File: src/rtl/dibu_pkg.sv
// rtl/dibu_pkg.sv - shared opcodes, flag indices and FSM encoding for the DiBU datapath
package dibu_pkg;

    localparam logic [3:0] OP_ADD = 4'd0;
    localparam logic [3:0] OP_SUB = 4'd1;
    localparam logic [3:0] OP_AND = 4'd2;
    localparam logic [3:0] OP_OR  = 4'd3;
    localparam logic [3:0] OP_XOR = 4'd4;
    localparam logic [3:0] OP_NOT = 4'd5;
    localparam logic [3:0] OP_SHL = 4'd6;
    localparam logic [3:0] OP_SHR = 4'd7;
    localparam logic [3:0] OP_MOV = 4'd8;
    localparam logic [3:0] OP_CMP = 4'd9;
    localparam logic [3:0] OP_MUL = 4'd10;

    localparam int FLG_Z = 0;
    localparam int FLG_C = 1;
    localparam int FLG_N = 2;
    localparam int FLG_V = 3;

    localparam logic RW_READ  = 1'b0;
    localparam logic RW_WRITE = 1'b1;

    typedef enum logic {
        ST_IDLE = 1'b0,
        ST_MUL  = 1'b1
    } exec_state_t;

endpackage

File: src/rtl/alu_exec_mul_seq.sv
// rtl/alu_exec_mul_seq.sv - 8-iteration shift-add unsigned multiplier
module mul_seq #(
    parameter int WIDTH = 8
) (
    input  logic                 clk,
    input  logic                 rst,
    input  logic                 go,
    input  logic [WIDTH-1:0]     a,
    input  logic [WIDTH-1:0]     b,
    output logic                 done,
    output logic [2*WIDTH-1:0]   product
);

    localparam int CW = $clog2(WIDTH);

    logic [2*WIDTH-1:0] mcand;
    logic [2*WIDTH-1:0] acc;
    logic [2*WIDTH-1:0] partial;
    logic [WIDTH-1:0]   mplier;
    logic [CW-1:0]      cnt;
    logic               running;

    // product includes the current iteration's partial so the final sum is
    // available on the same edge that retires the last iteration
    assign partial = mplier[0] ? mcand : '0;
    assign product = acc + partial;
    assign done    = running && (cnt == CW'(WIDTH - 1));

    always_ff @(posedge clk) begin
        if (rst) begin
            mcand   <= '0;
            acc     <= '0;
            mplier  <= '0;
            cnt     <= '0;
            running <= 1'b0;
        end else if (go) begin
            mcand   <= {{WIDTH{1'b0}}, a};
            mplier  <= b;
            acc     <= '0;
            cnt     <= '0;
            running <= 1'b1;
        end else if (running) begin
            acc    <= product;
            mcand  <= mcand << 1;
            mplier <= mplier >> 1;
            cnt    <= cnt + 1'b1;
            if (done) begin
                running <= 1'b0;
            end
        end
    end

endmodule

File: src/rtl/alu_exec.sv
// rtl/alu_exec.sv - DiBU execute stage: single-cycle ALU plus sequential multiply
module alu_exec
    import dibu_pkg::*;
#(
    parameter int WIDTH = 8,
    parameter int RIDX  = 3
) (
    input  logic              clk,
    input  logic              rst,
    input  logic              start,
    input  logic [3:0]        op,
    input  logic [WIDTH-1:0]  a,
    input  logic [WIDTH-1:0]  b,
    input  logic [RIDX-1:0]   ri_dst,
    output logic              busy,
    output logic              rw,
    output logic [RIDX-1:0]   ri_d,
    output logic [WIDTH-1:0]  d,
    output logic [3:0]        flags,
    output logic              illegal
);

    exec_state_t          state, state_n;
    logic                 rw_n;
    logic [RIDX-1:0]      ri_d_n;
    logic [WIDTH-1:0]     d_n;
    logic [3:0]           flags_n;
    logic                 illegal_n;
    logic [RIDX-1:0]      mul_dst, mul_dst_n;
    logic                 mul_go;
    logic                 mul_done;
    logic [2*WIDTH-1:0]   mul_product;

    logic [WIDTH:0]       sum_w;
    logic [WIDTH:0]       diff_w;
    logic [WIDTH-1:0]     alu_res;
    logic                 alu_c;
    logic                 alu_v;
    logic [3:0]           alu_flags;
    logic [3:0]           mul_flags;

    mul_seq #(.WIDTH(WIDTH)) u_mul (
        .clk     (clk),
        .rst     (rst),
        .go      (mul_go),
        .a       (a),
        .b       (b),
        .done    (mul_done),
        .product (mul_product)
    );

    assign sum_w  = {1'b0, a} + {1'b0, b};
    assign diff_w = {1'b0, a} - {1'b0, b};

    always_comb begin
        alu_res = '0;
        alu_c   = 1'b0;
        alu_v   = 1'b0;
        case (op)
            OP_ADD: begin
                alu_res = sum_w[WIDTH-1:0];
                alu_c   = sum_w[WIDTH];
                alu_v   = (a[WIDTH-1] == b[WIDTH-1]) && (alu_res[WIDTH-1] != a[WIDTH-1]);
            end
            OP_SUB, OP_CMP: begin
                alu_res = diff_w[WIDTH-1:0];
                alu_c   = diff_w[WIDTH];
                alu_v   = (a[WIDTH-1] != b[WIDTH-1]) && (alu_res[WIDTH-1] != a[WIDTH-1]);
            end
            OP_AND: alu_res = a & b;
            OP_OR:  alu_res = a | b;
            OP_XOR: alu_res = a ^ b;
            OP_NOT: alu_res = ~a;
            OP_SHL: begin
                alu_res = a << 1;
                alu_c   = a[WIDTH-1];
            end
            OP_SHR: begin
                alu_res = a >> 1;
                alu_c   = a[0];
            end
            OP_MOV: alu_res = b;
            default: alu_res = '0;
        endcase
    end

    always_comb begin
        alu_flags        = '0;
        alu_flags[FLG_Z] = (alu_res == '0);
        alu_flags[FLG_N] = alu_res[WIDTH-1];
        alu_flags[FLG_C] = alu_c;
        alu_flags[FLG_V] = alu_v;

        mul_flags        = '0;
        mul_flags[FLG_Z] = (mul_product[WIDTH-1:0] == '0);
        mul_flags[FLG_N] = mul_product[WIDTH-1];
        mul_flags[FLG_C] = |mul_product[2*WIDTH-1:WIDTH];
    end

    always_comb begin
        state_n   = state;
        rw_n      = RW_READ;
        ri_d_n    = ri_d;
        d_n       = d;
        flags_n   = flags;
        illegal_n = 1'b0;
        mul_dst_n = mul_dst;
        mul_go    = 1'b0;
        case (state)
            ST_IDLE: begin
                if (start) begin
                    if (op == OP_MUL) begin
                        mul_go    = 1'b1;
                        mul_dst_n = ri_dst;
                        state_n   = ST_MUL;
                    end else if (op > OP_MUL) begin
                        illegal_n = 1'b1;
                    end else begin
                        flags_n = alu_flags;
                        if (op != OP_CMP) begin
                            rw_n   = RW_WRITE;
                            d_n    = alu_res;
                            ri_d_n = ri_dst;
                        end
                    end
                end
            end
            ST_MUL: begin
                // start is deliberately not looked at here: issue while busy is dropped
                if (mul_done) begin
                    rw_n    = RW_WRITE;
                    d_n     = mul_product[WIDTH-1:0];
                    ri_d_n  = mul_dst;
                    flags_n = mul_flags;
                    state_n = ST_IDLE;
                end
            end
            default: state_n = ST_IDLE;
        endcase
    end

    always_ff @(posedge clk) begin
        if (rst) begin
            state   <= ST_IDLE;
            rw      <= RW_READ;
            ri_d    <= '0;
            d       <= '0;
            flags   <= '0;
            illegal <= 1'b0;
            mul_dst <= '0;
        end else begin
            state   <= state_n;
            rw      <= rw_n;
            ri_d    <= ri_d_n;
            d       <= d_n;
            flags   <= flags_n;
            illegal <= illegal_n;
            mul_dst <= mul_dst_n;
        end
    end

    assign busy = (state == ST_MUL);

endmodule

File: config.mk
export PLATFORM = sky130hd
export DESIGN_NAME = alu_exec
export DESIGN_NICKNAME = d
export VERILOG_FILES = /design/src/rtl/dibu_pkg.sv /design/src/rtl/alu_exec_mul_seq.sv /design/src/rtl/alu_exec.sv
export SDC_FILE = /design/constraint.sdc
export NUM_CORES = 1
export LEC_CHECK = 0
export CAP_MARGIN = 10
export CORE_MARGIN = 3
export CORE_UTILIZATION = 45
export DETAILED_ROUTE_END_ITERATION = 6
export PLACE_DENSITY = 0.62
export SYNTH_ARGS = -nofsm -noshare
export SYNTH_HDL_FRONTEND = slang
export SYNTH_SLANG_ARGS = --single-unit
File: constraint.sdc
create_clock -name clk -period 3.89 [get_ports clk]
set_input_delay 0.778 -clock clk [delete_from_list [all_inputs] [get_ports clk]]
set_output_delay 0.778 -clock clk [all_outputs]
set_load 0.03 [all_outputs]
* Yosys cells after proc, flatten, opt, wreduce, memory -nomap -nowiden
Cells that the tools add are included.
Word-level totals: bits in registers 65, input port bits 26, output and inout port bits 18, word-level logic and storage cells 98
Operators by class: $add $sub $neg 4, $lt $le $gt $ge 1, equality and inequality tests 21, mux-type cells 39, bitwise logic cells 6, reductions and logical operators 14
Operators with widths (count):
- 2-to-1 mux 8 bit | 9
- one-hot mux 8 bit (9 select lines) | 1
- adder 16 bit | 1
- == test 4 x 3 -> 1 bit, second input constant | 4
- zero test 8 bit | 2
- 2-to-1 mux 16 bit | 1
- 2-to-1 mux 4 bit | 4
- one-hot mux 8 bit (2 select lines) | 1
- 2-to-1 mux 3 bit | 5
- == test 4 bit, second input constant | 3
- 2-to-1 mux 1 bit | 12
- adder 8 x 8 -> 9 bit | 1
- subtractor 8 x 8 -> 9 bit | 1
- bitwise AND 8 bit | 1
- == test 4 x 2 -> 1 bit, second input constant | 2
- != test 2 bit, second input constant | 4
- inverter 8 bit | 1
- OR 8 bit | 1
- one-hot mux 4 bit (2 select lines) | 1
- OR reduction 8 bit | 1
- bitwise XOR 8 bit | 1
- one-hot mux 1 bit (2 select lines) | 3
- one-hot mux 3 bit (2 select lines) | 1
- AND reduction 5 bit | 1
- 17 further kinds | 23

* Longest topological paths before layout
depth in word-level cells 8, depth in mapped cells 11, depth with buffers taken out 11

* By module
Synthesis repeated with hierarchy kept, for this count alone.
Second synthesis, totals: cell total of the unflattened synthesis 679, area, all modules 5333.9 µm²
Modules (own cells, without submodules):
- mul_seq | times used 1, cells an instance 346, area each 2862.7 µm², sequential area each 880.8 µm²
- alu_exec | times used 1, cells an instance 333, area each 2471.1 µm², sequential area each 420.4 µm²

* Worst setup path after synthesis
OpenSTA, ideal clock, no wires.
kind input port to flip-flop, from input a[3], to register flags[2], setup time 0.128 ns, data arrival time 2.558 ns, data required time 3.762 ns, path slack 1.204 ns, stages 10, path buffers 1, cells stage by stage inv_1 ha_1 buf_2 nor3_1 a221o_1 o41ai_4 o221ai_1 a211o_1 a22oi_1 nor2_1
On the way: word-level cells in the longest chain between the ends 6, elaborated cells on any way between the ends 7, those cells by class 2 x add/sub; 5 x mux
Ends and longest elaborated chain:
- start, declared | RTL line alu_exec.sv:12 | input logic [WIDTH-1:0] a,
- subtractor 8 x 8 -> 9 bit / adder 8 x 8 -> 9 bit (equally long branches) | RTL line alu_exec.sv:53, alu_exec.sv:52
- one-hot mux 8 bit (9 select lines) * | RTL line alu_exec.sv:59 | case (op)
- 2-to-1 mux 4 bit * | RTL line alu_exec.sv:116 | end else if (op > OP_MUL) begin
- 2-to-1 mux 4 bit * | RTL line alu_exec.sv:112 | if (op == OP_MUL) begin
- 2-to-1 mux 4 bit * | RTL line alu_exec.sv:111 | if (start) begin
- one-hot mux 4 bit (2 select lines) * | RTL line alu_exec.sv:109 | case (state)
- end signal, assigned | RTL line alu_exec.sv:156 | flags <= flags_n;
- end, declared | RTL line alu_exec.sv:19 | output logic [3:0] flags,
Every way passes the cells marked *; elsewhere a longest branch is shown, timed or not. The select of a mux whose other input is x is not followed. A chain may end at the register's enable or synchronous reset.

* Final worst setup path
from input a[4], to register flags[2]
The elaborated chain is that of the path after synthesis.

==> results.toml <==
[worst_setup_path]
cp.required_ns = 4.11
cp_slowest_cell = "clkdlybuf4s50_1"
worst-path-max-fanout = 11
critical_path_class = "input pin to register"
crit_arrival_ns = 3.68
worst_setup_path_end_kind = "register"
crit_chain = "clkdlybuf4s50_1 > inv_1 > ha_1 > nand3_1 > o2111a_1 > nor3_1 > o221ai_1 > a211o_1 > a22oi_1 > nor2_1"
crit_path_max_incr_delay_ns = 0.60
start_kind = "input pin"

[clocking]
numCtsBuffers = 9
clock-sinks = 65
clkTransAtPathRegs_ns = 0.07
postCtsSetupRepairBufs = 0
clock_latency_ns = 0.34
holdBufCountCts = 0
cts_resized = 0
cts_buffer_depth = 2
tritoncts = "done"
cts_max_level = 3
cts_root_buf = "clkbuf_8"

[final_layout]
postLayoutCellArea_um2 = 5850
layout-drive-gt1-share = 0.0816
area_growth_pct = 15.7
layout.nets = 728
num_antenna_cells = 0

[logic_synthesis]
synth_nets = 690
synth-seq-cells = 65
syn_inst = 620
synth_area_leader_cell = "dfxtp_1"
yosysWarnings = 0
async_flop_share = 0
synth_edf_count = 0
syn_avg_cell_area_um2 = 8.15
synth_area_leaders = "dfxtp_1 (26%), ha_1 (10%), mux2i_1 (8.3%)"
synth_cell_types = 80
ys.flop_type = "dfxtp_1"
yosysMostFrequentCell = "nor2_1"
syn-cell-area_um2 = 5060
synth_top_area_share = 0.257
yosys-top-cells-count = "nor2_1 (73), dfxtp_1 (65), a21oi_1 (52), mux2i_1 (42), ha_1 (41)"
ys_seq_area_frac = 0.257

[sta]
hold_ws_ns = 0.451
setup_tns_ns = 0
worst_pin_slew_ns = 0.956
slew_headroom = 0.362
rsz0062_at_grt = "no"
finalClockSkew_ns = 0.00929
drv_slew = 0
final.min_clock_period_ns = 3.46
hold_violations = 0
fin_ws_ns = 0.431
min_period_over_period = 0.889
clock.fmax_mhz = 289
setup_viol = 0

[route]
vias = 4756
ant_nets = 0
met1_length_um = 7060
vias_per_cell = 5.93
drt-pass1-iter-count = 7
drc = 0
wl_met2_um = 5890
dr_wl_met3_um = 825
wl_per_cell_um = 17.4
highest_layer = "met4"
drtIter0Drc = 440
wirelength_um = 14000

[global_route]
grt_pass1_wl_um = 23000
grt_usage = 0.223
overflow = 0
grt_start_max_net_pins = 44
grt_pass1_vias = 4443
antenna_found_initial = 0

[placed_design]
post_dp_cell_area_um2 = 5650
hpwl_um = 10700
dp_slack_ns = 0.160
gp_congestion = 0.876
portBuffers = 43

[status]
status = "complete, no violations"

[die]
ios = 44
initial_core_util = 0.464
rows = 38
die-area_um2 = 12500
die_h_um = 112
die_x_um = 112
fp.coreArea_um2 = 10900

[power]
leakagePower_uw = 0.00223
ir_drop_mv = 0.235
powerDensity_nw_per_um2 = 282

[worst_hold_path]
hp-class = "register to register"

[job]
drv_cap = 0
critical path: cells and delay by family:
family	cells	cell delay, ns
simple gates	3	0.67
fa+ha+maj	1	0.50
buf+inv	2	0.70
compound gates	4	1.02
per-layer routing:
layer | vias up | track usage
li1 | 2347 | -
met1 | 2229 | 0.341
met2 | 163 | 0.326
met3 | 17 | 0.0315
met4 | 0 | 0.0609
met5 | - | 0
power by group:
group | internal, uW | total (uW) | switching, uW
Combinational | 154 | 369 | 215
Clock | 327 | 590 | 262
Sequential | 681 | 693 | 11.6
path summary, 6_finish.rpt:
check / start / to / slack, ns / cells past startpoint
max reg2reg: u_mul.mplier[0] / flags[1] / 1.00 / 10
min reg2reg: d[0] / d[0] / 0.45 / 2
max: a[4] / flags[2] / 0.43 / 10
min: d[0] / d[0] / 0.45 / 2
registers in the layout, summed over array words and instances (netlist names):
signal / cells
busy: 1
d: 8
flags: 4
illegal: 1
mul_dst: 3
ri_d: 3
rw: 1
u_mul.acc: 16
u_mul.cnt: 3
u_mul.mcand: 16
u_mul.mplier: 8
u_mul.running: 1
cells by family (layout without fill, tap and decap cells):
kind of cell	count (synthesis)	after routing	synth area share
adder cells (fa/ha/maj)	44	44	0.113
AO/OA/AOI/OAI	177	177	0.249
flip-flops	65	65	0.257
XOR/XNOR	13	13	0.0225
multiplexers	45	45	0.0921
AND/OR/NAND/NOR	211	211	0.210
buffers and inverters	65	107	0.0564
layout make-up:
class / instances / area (um^2)
Fill cell: 1060 / 5040
Tap cell: 140 / 175
Inverter: 30 / 113
Clock buffer: 11 / 151
Sequential cell: 65 / 1300
Clock inverter: 4 / 52.6
Timing Repair Buffer: 62 / 586
Multi-Input combinational cell: 490 / 3470
through the flow:
| step | std cells | util | power [uW] |
|---|---|---|---|
| finish | 802 | 0.537 | 1650 |
| global route | 802 | 0.537 | 1730 |
| CTS | 802 | 0.537 | 1660 |
| detailed placement | 787 | 0.519 | 1070 |
| global placement | 787 | 0.519 | 1070 |
| floorplan | 620 | - | 943 |
cells in the final DEF, fill, tap and decap left out, types with 16 or more instances in the layout:
master,count
nand3_1,16
inv_1,29
mux2i_1,42
a21oi_1,52
a211oi_1,26
ha_1,41
dfxtp_1,64
nand2_1,37
clkdlybuf4s50_1,43
buf_4,18
and2_1,17
nor2_1,73
Note: power is estimated with default switching activity, not from simulation.
